===== config.mk =====
export PLATFORM = sky130hd
export DESIGN_NAME = mem_port_arbiter
export DESIGN_NICKNAME = d
export VERILOG_FILES = /design/src/rtl/mem_port_arbiter.sv
export SDC_FILE = /design/constraint.sdc
export NUM_CORES = 1
export LEC_CHECK = 0
export ABC_AREA = 1
export CAP_MARGIN = 15
export CELL_PAD_IN_SITES_DETAIL_PLACEMENT = 1
export CELL_PAD_IN_SITES_GLOBAL_PLACEMENT = 1
export CORE_MARGIN = 2
export CORE_UTILIZATION = 31
export CTS_CLUSTER_DIAMETER = 150
export DETAILED_ROUTE_END_ITERATION = 6
export PLACE_DENSITY_LB_ADDON = 0.2
export SLEW_MARGIN = 20
export SYNTH_ARGS = -nofsm -noshare
export SYNTH_HDL_FRONTEND = slang
export SYNTH_SLANG_ARGS = --single-unit

===== constraint.sdc =====
create_clock -name clk -period 5.2 [get_ports clk]
set_input_delay 0.52 -clock clk [delete_from_list [all_inputs] [get_ports clk]]
set_output_delay 0.52 -clock clk [all_outputs]
set_load 0.01 [all_outputs]

===== src/rtl/mem_port_arbiter.sv =====
// mem_port_arbiter
//
// Shares one unified memory port between the instruction-fetch requester
// and the load/store requester. Each transaction runs IDLE -> BUSY -> RESP:
// the winner is granted and its request is latched onto the memory port,
// the arbiter waits for mem_ack (bounded by a timeout counter), and the
// owner then gets a one-cycle response pulse. Every output is registered.
//
// Optional build macro: ARB_ROUND_ROBIN_EN
//   undefined : data requester always beats fetch on contention
//   defined   : a last-owner flop alternates the winner on contention
//
// Parameters:
//   AW      address width
//   DW      data width
//   TIMEOUT BUSY cycles without mem_ack before an error response (0 = never)
//
// Ports:
//   clk, rst                      clock (rising edge), async active-high reset
//   if_req, if_addr               fetch request, held until if_gnt
//   if_gnt, if_rvalid             fetch grant / response pulses
//   d_req, d_we, d_addr, d_wdata  load/store request, held until d_gnt
//   d_gnt, d_rvalid               data grant / response pulses
//   rdata, err                    shared response data and timeout flag
//   mem_req, mem_we, mem_addr,
//   mem_wdata                     latched memory request
//   mem_rdata, mem_ack            memory read data and completion
//   sel                           owner / address-data mux select (1 = data)

module mem_port_arbiter #(
  parameter int AW      = 32,
  parameter int DW      = 32,
  parameter int TIMEOUT = 64
) (
  input  logic          clk,
  input  logic          rst,
  input  logic          if_req,
  input  logic [AW-1:0] if_addr,
  output logic          if_gnt,
  output logic          if_rvalid,
  input  logic          d_req,
  input  logic          d_we,
  input  logic [AW-1:0] d_addr,
  input  logic [DW-1:0] d_wdata,
  output logic          d_gnt,
  output logic          d_rvalid,
  output logic [DW-1:0] rdata,
  output logic          err,
  output logic          mem_req,
  output logic          mem_we,
  output logic [AW-1:0] mem_addr,
  output logic [DW-1:0] mem_wdata,
  input  logic [DW-1:0] mem_rdata,
  input  logic          mem_ack,
  output logic          sel
);

  typedef enum logic [1:0] {
    IDLE = 2'd0,
    BUSY = 2'd1,
    RESP = 2'd2
  } state_t;

  // A zero TIMEOUT still needs a legal one-bit counter.
  localparam int CW = (TIMEOUT > 0) ? $clog2(TIMEOUT + 1) : 1;
  localparam logic [CW-1:0] CNT_MAX = CW'(TIMEOUT);

  state_t        state, state_nxt;
  logic [CW-1:0] cnt, cnt_nxt;
  logic          grant_data;
  logic          timeout_hit;
  logic          cnt_can_inc;

  logic          if_gnt_nxt, d_gnt_nxt;
  logic          if_rvalid_nxt, d_rvalid_nxt;
  logic [DW-1:0] rdata_nxt;
  logic          err_nxt;
  logic          mem_req_nxt, mem_we_nxt;
  logic [AW-1:0] mem_addr_nxt;
  logic [DW-1:0] mem_wdata_nxt;
  logic          sel_nxt;

  // The timeout fires on the edge that ends the TIMEOUT-th waiting cycle,
  // i.e. when the counter already holds TIMEOUT-1 and still no ack.
  generate
    if (TIMEOUT > 0) begin : g_timeout
      localparam logic [CW-1:0] CNT_LAST = CW'(TIMEOUT - 1);
      assign timeout_hit = (cnt == CNT_LAST);
      assign cnt_can_inc = (cnt != CNT_MAX);
    end else begin : g_no_timeout
      assign timeout_hit = 1'b0;
      assign cnt_can_inc = 1'b0;
    end
  endgenerate

`ifdef ARB_ROUND_ROBIN_EN
  // Remembers who was granted last (0 = fetch) so contention alternates.
  logic last_owner;

  always_ff @(posedge clk or posedge rst) begin
    if (rst) begin
      last_owner <= 1'b0;
    end else if (state == IDLE && (if_req || d_req)) begin
      last_owner <= grant_data;
    end
  end

  // On contention the requester not served last wins; a lone request wins outright.
  always_comb begin
    if (if_req && d_req) begin
      grant_data = ~last_owner;
    end else begin
      grant_data = d_req;
    end
  end
`else
  // Fixed priority: data always wins over fetch.
  always_comb begin
    grant_data = d_req;
  end
`endif

  // State and output registers; reset clears everything immediately.
  always_ff @(posedge clk or posedge rst) begin
    if (rst) begin
      state     <= IDLE;
      cnt       <= '0;
      if_gnt    <= 1'b0;
      d_gnt     <= 1'b0;
      if_rvalid <= 1'b0;
      d_rvalid  <= 1'b0;
      rdata     <= '0;
      err       <= 1'b0;
      mem_req   <= 1'b0;
      mem_we    <= 1'b0;
      mem_addr  <= '0;
      mem_wdata <= '0;
      sel       <= 1'b0;
    end else begin
      state     <= state_nxt;
      cnt       <= cnt_nxt;
      if_gnt    <= if_gnt_nxt;
      d_gnt     <= d_gnt_nxt;
      if_rvalid <= if_rvalid_nxt;
      d_rvalid  <= d_rvalid_nxt;
      rdata     <= rdata_nxt;
      err       <= err_nxt;
      mem_req   <= mem_req_nxt;
      mem_we    <= mem_we_nxt;
      mem_addr  <= mem_addr_nxt;
      mem_wdata <= mem_wdata_nxt;
      sel       <= sel_nxt;
    end
  end

  // Next-state logic.
  always_comb begin
    state_nxt = state;
    case (state)
      IDLE: if (if_req || d_req) state_nxt = BUSY;
      BUSY: if (mem_ack || timeout_hit) state_nxt = RESP;
      RESP: state_nxt = IDLE;
      default: state_nxt = IDLE;
    endcase
  end

  // Next values of the registered outputs. Grant and response pulses
  // default low so they last exactly one cycle; everything else holds.
  always_comb begin
    if_gnt_nxt    = 1'b0;
    d_gnt_nxt     = 1'b0;
    if_rvalid_nxt = 1'b0;
    d_rvalid_nxt  = 1'b0;
    rdata_nxt     = rdata;
    err_nxt       = err;
    mem_req_nxt   = mem_req;
    mem_we_nxt    = mem_we;
    mem_addr_nxt  = mem_addr;
    mem_wdata_nxt = mem_wdata;
    sel_nxt       = sel;
    cnt_nxt       = cnt;
    case (state)
      IDLE: begin
        if (if_req || d_req) begin
          mem_req_nxt = 1'b1;
          cnt_nxt     = '0;
          sel_nxt     = grant_data;
          if (grant_data) begin
            d_gnt_nxt     = 1'b1;
            mem_we_nxt    = d_we;
            mem_addr_nxt  = d_addr;
            mem_wdata_nxt = d_wdata;
          end else begin
            if_gnt_nxt    = 1'b1;
            mem_we_nxt    = 1'b0;
            mem_addr_nxt  = if_addr;
            mem_wdata_nxt = '0;
          end
        end
      end
      BUSY: begin
        // A real ack beats a timeout landing on the same edge.
        if (mem_ack) begin
          rdata_nxt     = mem_rdata;
          err_nxt       = 1'b0;
          mem_req_nxt   = 1'b0;
          if_rvalid_nxt = ~sel;
          d_rvalid_nxt  = sel;
        end else if (timeout_hit) begin
          rdata_nxt     = '0;
          err_nxt       = 1'b1;
          mem_req_nxt   = 1'b0;
          if_rvalid_nxt = ~sel;
          d_rvalid_nxt  = sel;
          cnt_nxt       = CNT_MAX;
        end else if (cnt_can_inc) begin
          cnt_nxt = cnt + 1'b1;
        end
      end
      default: ;
    endcase
  end

endmodule


# ---- Word-level counts from Yosys, hierarchy flattened
# Index checks and enable logic that the tools add are counted.
# Widths: inputs -> output; s select.
dict set report word_totals {
  word_cells 64
  inputBits 134
  output_inout_bits 104
  ff_bits 113
}
dict set report classes {
  bitwise 1
  n_reduce_logical 10
  n_eq_ne 8
  add_sub_neg 1
  muxes 31
}
# cell n
set ops {}
lappend ops {{$mux 32} 4}
lappend ops {{$mux 7} 4}
lappend ops {{$mux 1} 18}
lappend ops {{$pmux 7 s2} 1}
lappend ops {{$add 7x1->7 const B} 1}
lappend ops {{$eq 7x6->1 const B} 1}
lappend ops {{$ne 7x7->1 const B} 1}
lappend ops {{$ne 2x2->1 const B} 3}
lappend ops {{$ne 3x3->1 const B} 2}
lappend ops {{$reduce_and 2->1} 3}
lappend ops {{$mux 2} 2}
lappend ops {{$pmux 2 s2} 1}
lappend ops {{$reduce_and 4->1} 1}
lappend ops {{$reduce_bool 2->1} 2}
lappend ops {{$reduce_and 3->1} 1}
lappend ops {{$eq 2x1->1 const B} 1}
lappend ops {{$logic_not 2->1} 1}
lappend ops {{$logic_or 1x1->1} 2}
lappend ops {{$pmux 1 s2} 1}
lappend ops {{$not 1->1} 1}

# ---- Logic depth before layout (Yosys ltp)
dict set report logic_depth {
  word_depth 5
  ltp_mapped 10
  depth_no_buf 10
}

# ---- Worst setup path before layout
# No wires, ideal clock.
dict set report synth_timing {
  path_type {input -> register}
  from {in d_req}
  to {reg mem_addr[0]}
  required_time_ns 5.070
  arrival_ns 1.272
  path_stages 9
  setup_time_ns 0.130
  path_slack_ns 3.798
  path_buffers 3
  path_cell_list {buf_4 inv_4 nand2_2 nand2_4 inv_2 buf_6 buf_6 nor2_1 a31oi_1}
}
dict set report synth_between {
  elab_chain_cells 2
  elab_cells_between_ends 3
  classes_between {mux (1); reduce/logical (2)}
}
# element line_no
set synth_lines {}
lappend synth_lines {{start, declared} 41} ;# input logic d_req,
lappend synth_lines {{$logic_or 1x1->1} 184} ;# if (if_req || d_req) begin
lappend synth_lines {{$reduce_and 2->1 (no line)} -}
lappend synth_lines {{end signal, assigned} 150} ;# mem_addr <= mem_addr_nxt;
lappend synth_lines {{end, declared} 51} ;# output logic [AW-1:0] mem_addr,
# Several ways; a longest one is shown, not always the timed one.
# A chain may end at the register's enable or synchronous reset.

# ---- Final worst setup path
dict set report layout_timing {
  from {in d_req}
  to {reg mem_addr[31]}
}
# The elaborated chain is that of the path after synthesis.

==> results.txt <==
- Initial antenna violation count: 0
- CTS tree: yes
- Based on the critical path, the design can be clocked at up to 0.362 GHz.
- Critical R2R Capture: rdata[27]$_DFFE_PP0P_
- The post-route netlist has 6.43% of its cells at a drive strength greater than 1.
- Summed over all layers, the routed wires come to 16200 um.
- Setup ws final: 2440 ps
* Worst relative slew slack: 33.1%
- Die area: 16200 sq um
- Summing internal, switching and leakage power gives 4.35 mW.
- Registers take 2830 sq um.
* EDFF count, synth: 0
- Worst hold-check path type: reg2reg
* Post-synth ARST share: 100%
- Timing analysis after detailed placement gives a worst setup slack of 1950 ps.
* Mean post-synth cell area: 9.57 sq um
* Area contributors post-synth: sky130_fd_sc_hd__dfrtp_1, sky130_fd_sc_hd__nand2_1, sky130_fd_sc_hd__a22o_1
- Insertion delay to the later sink of the worst-skew pair: 410 ps
- Worst Setup Path Type: in2reg
* Shortest period the worst path allows: 2760 ps
* Gp weighted congestion: 0.773
- Tot GR Track Use: 20.7%
* Post-Syn Nets: 627
- Grouping stages by cell kind, the critical path spends the most delay in buffers and inverters.
- Setup repair after global routing left no endpoint under its margin.
* Synthesized flop and latch total: 113
* Filler instances: 1627
* Postcts setup bufs: 0
- Crit Path Max Fanout: 65
* Transition at the pin with the smallest max-transition slack: 1000 ps
- Routed WL per cell: 17.7 um
* Final HPWL from detailed placement: 11500 um
- Along the worst hold path, the cell count comes to 1.
* Number of global-route vias before repair: 4898
- Summed over all cells, the static leakage comes to 3.49 nW.
- The count of nets left with antenna violations once routing finished came out at 0.
* Vias per cell: 4.87
- I/O Buffers: 237
* First DRT Iteration DRCs: 182
- Most common cell in the netlist: sky130_fd_sc_hd__nand2_1
- Among all flip-flop cells after synthesis, the most frequent one is sky130_fd_sc_hd__dfrtp_1.
* Remaining design rule violation count: 0
* Data required time at the worst endpoint: 5530 ps
- Startpoint of the lowest-slack register-to-register path: state[1]$_DFFE_PP0P_
- CP bufs+invs: 4
- Across the run, the number of max-cap violations was 0.
- The detailed router placed 4457 vias in this run.
- In this run the biggest area consumer among cell types represents 60.2% of the synthesized area.
* Highest ir drop seen on vdd: 0.302 mV
- Count of different cell masters after synthesis: 24
* Number of placed I/O pins: 238
* Largest area contributor in the netlist: sky130_fd_sc_hd__dfrtp_1
- Number of warnings issued by yosys: 0
- Final period util: 53.1%
- Fin. max-slew vios: 0
- Worst-path cell chain: clkdlybuf4s50_1 > buf_4 > inv_4 > nand2_2 > nand2_4 > inv_2 > nor2_1 > a31oi_1
- Buffers from clock root to sink, at most: 2
* Worst-path clk slew: 50 ps
- In the final layout, the multi-input gates occupy 1600 sq um.
* Cell Rows: 44
- After the last flow step, the layout net total stands at 856.
- Worst setup path endpoint: mem_addr[31]$_DFFE_PP0P_
- Worst clock skew: 7.51 ps
- Number of clock sinks: 113
* Width of the die: 127 um
* Setup crit start kind: input pin
* Residual overflow from global routing: 0
* Outcome: finished clean
- Count of endpoints failing hold in the final timing report: 0
- The clock tree synthesis step divided the H-tree into 4 levels.
* Launch point of the critical path: d_req
- For flop-to-flop paths, the worst setup slack is 3010 ps.
- Number of standard cells after synthesis: 491
* R2R depth: 6
- 0 antenna diodes ended up in the layout.
- Delay of the slowest cell on the worst path: 820 ps
* Die Span Y: 127 um
* Critical path depth: 8
* Number of clock buffers inserted by TritonCTS: 17
- The first global-routing pass estimated 26000 um of wire.
* Initial core utilization: 32.1%
* Sequential area share after synthesis: 60.2%
- Clock root buffer master: sky130_fd_sc_hd__clkbuf_16
- Core Footprint: 14600 sq um
* Setup TNS: 0 ps
- Post-cts repair resize count: 0
- Category of the worst setup path capture point: flip-flop
- Largest net degree at the start of global routing: 66
- Power per cell area: 568 nW/um^2
- Hold repair after CTS inserted 0 buffers.
- On the critical path, the stage with the largest delay is an instance of sky130_fd_sc_hd__inv_2.
- Worst Path Arrival: 3090 ps
- Counting instances in the post-synthesis netlist gives the leading cell types as sky130_fd_sc_hd__nand2_1, sky130_fd_sc_hd__dfrtp_1, sky130_fd_sc_hd__nor2_1.
- Area grow syn2layout: 63.2%
* Setup Viol. Count Final: 0
- Drt pass-1 iters: 6
- The cell area that synthesis handed to floorplanning was 4700 sq um.
-- how the worst min path moves through the flow --
stage,start,end,slack (ps)
after CTS,sel$_DFFE_PP0P_,if_rvalid$_DFF_PP0_,460
after global routing,sel$_DFFE_PP0P_,if_rvalid$_DFF_PP0_,510
after floorplan,state[1]$_DFFE_PP0P_,if_gnt$_DFF_PP0_,470
final,sel$_DFFE_PP0P_,if_rvalid$_DFF_PP0_,460
after detailed placement,sel$_DFFE_PP0P_,if_rvalid$_DFF_PP0_,440
after global placement,sel$_DFFE_PP0P_,if_rvalid$_DFF_PP0_,450
-- sequential cells by signal (all words and copies together) (netlist names), 2 cells and up --
name,flops
mem_addr,32
mem_wdata,32
rdata,32
cnt,7
state,2
-- layout by cell type (no fill, tap or decap), types with 3 or more instances in the layout --
master	instances
sky130_fd_sc_hd__clkdlybuf4s50_1	237
sky130_fd_sc_hd__nor2_1	42
sky130_fd_sc_hd__clkbuf_16	17
sky130_fd_sc_hd__clkbuf_8	4
sky130_fd_sc_hd__a22o_1	33
sky130_fd_sc_hd__inv_1	15
sky130_fd_sc_hd__clkinv_2	5
sky130_fd_sc_hd__xor2_1	3
sky130_fd_sc_hd__clkbuf_1	3
sky130_fd_sc_hd__dfrtp_1	113
sky130_fd_sc_hd__nand3_1	38
sky130_fd_sc_hd__inv_2	6
sky130_fd_sc_hd__nand2_1	161
sky130_fd_sc_hd__a31oi_1	32
sky130_fd_sc_hd__nand2_2	3
-- logic make-up after synthesis --
| family | count (synthesis) | synth area share (%) |
|---|---|---|
| and+or+nand+nor | 251 | 22.0 |
| adders and majority gates | 2 | 0.533 |
| buffers and inverters | 52 | 5.67 |
| DFF | 113 | 60.2 |
| AOI/OAI and AO/OA | 70 | 11.0 |
| xor gates and xnor gates | 3 | 0.560 |
-- power breakdown --
part / switching (mW) / internal, mW
Sequential: 0.239 / 1.26
Clock: 0.381 / 0.647
Combinational: 0.858 / 0.966
-- metrics by stage --
step | hold slack [ps] | util, % | cell area (sq um) | cells
floorplan | 470 | - | 4700 | 491
global placement | 448 | 48.8 | 7140 | 885
detailed placement | 445 | 48.8 | 7140 | 885
CTS | 463 | 52.3 | 7660 | 915
global route | 514 | 52.3 | 7660 | 915
finish | 464 | 52.3 | 7660 | 915
-- layer usage --
layer / global-route usage [%] / up-vias / routed length (um)
met5: 0 / - / 0
met4: 9.05 / 0 / 469
met3: 7.33 / 36 / 1420
met2: 33.6 / 199 / 7620
met1: 25.1 / 2144 / 6700
li1: - / 2078 / -
-- final cells by class --
| type | count | area share, % |
|---|---|---|
| tap | 184 | 3.00 |
| multi-input combinational | 326 | 20.9 |
| clock inverter | 6 | 0.424 |
| timing repair buffer | 239 | 31.2 |
| inverter | 23 | 1.19 |
| clock buffer | 24 | 6.42 |
| sequential | 113 | 36.9 |
(Power assumes the default switching activity.)
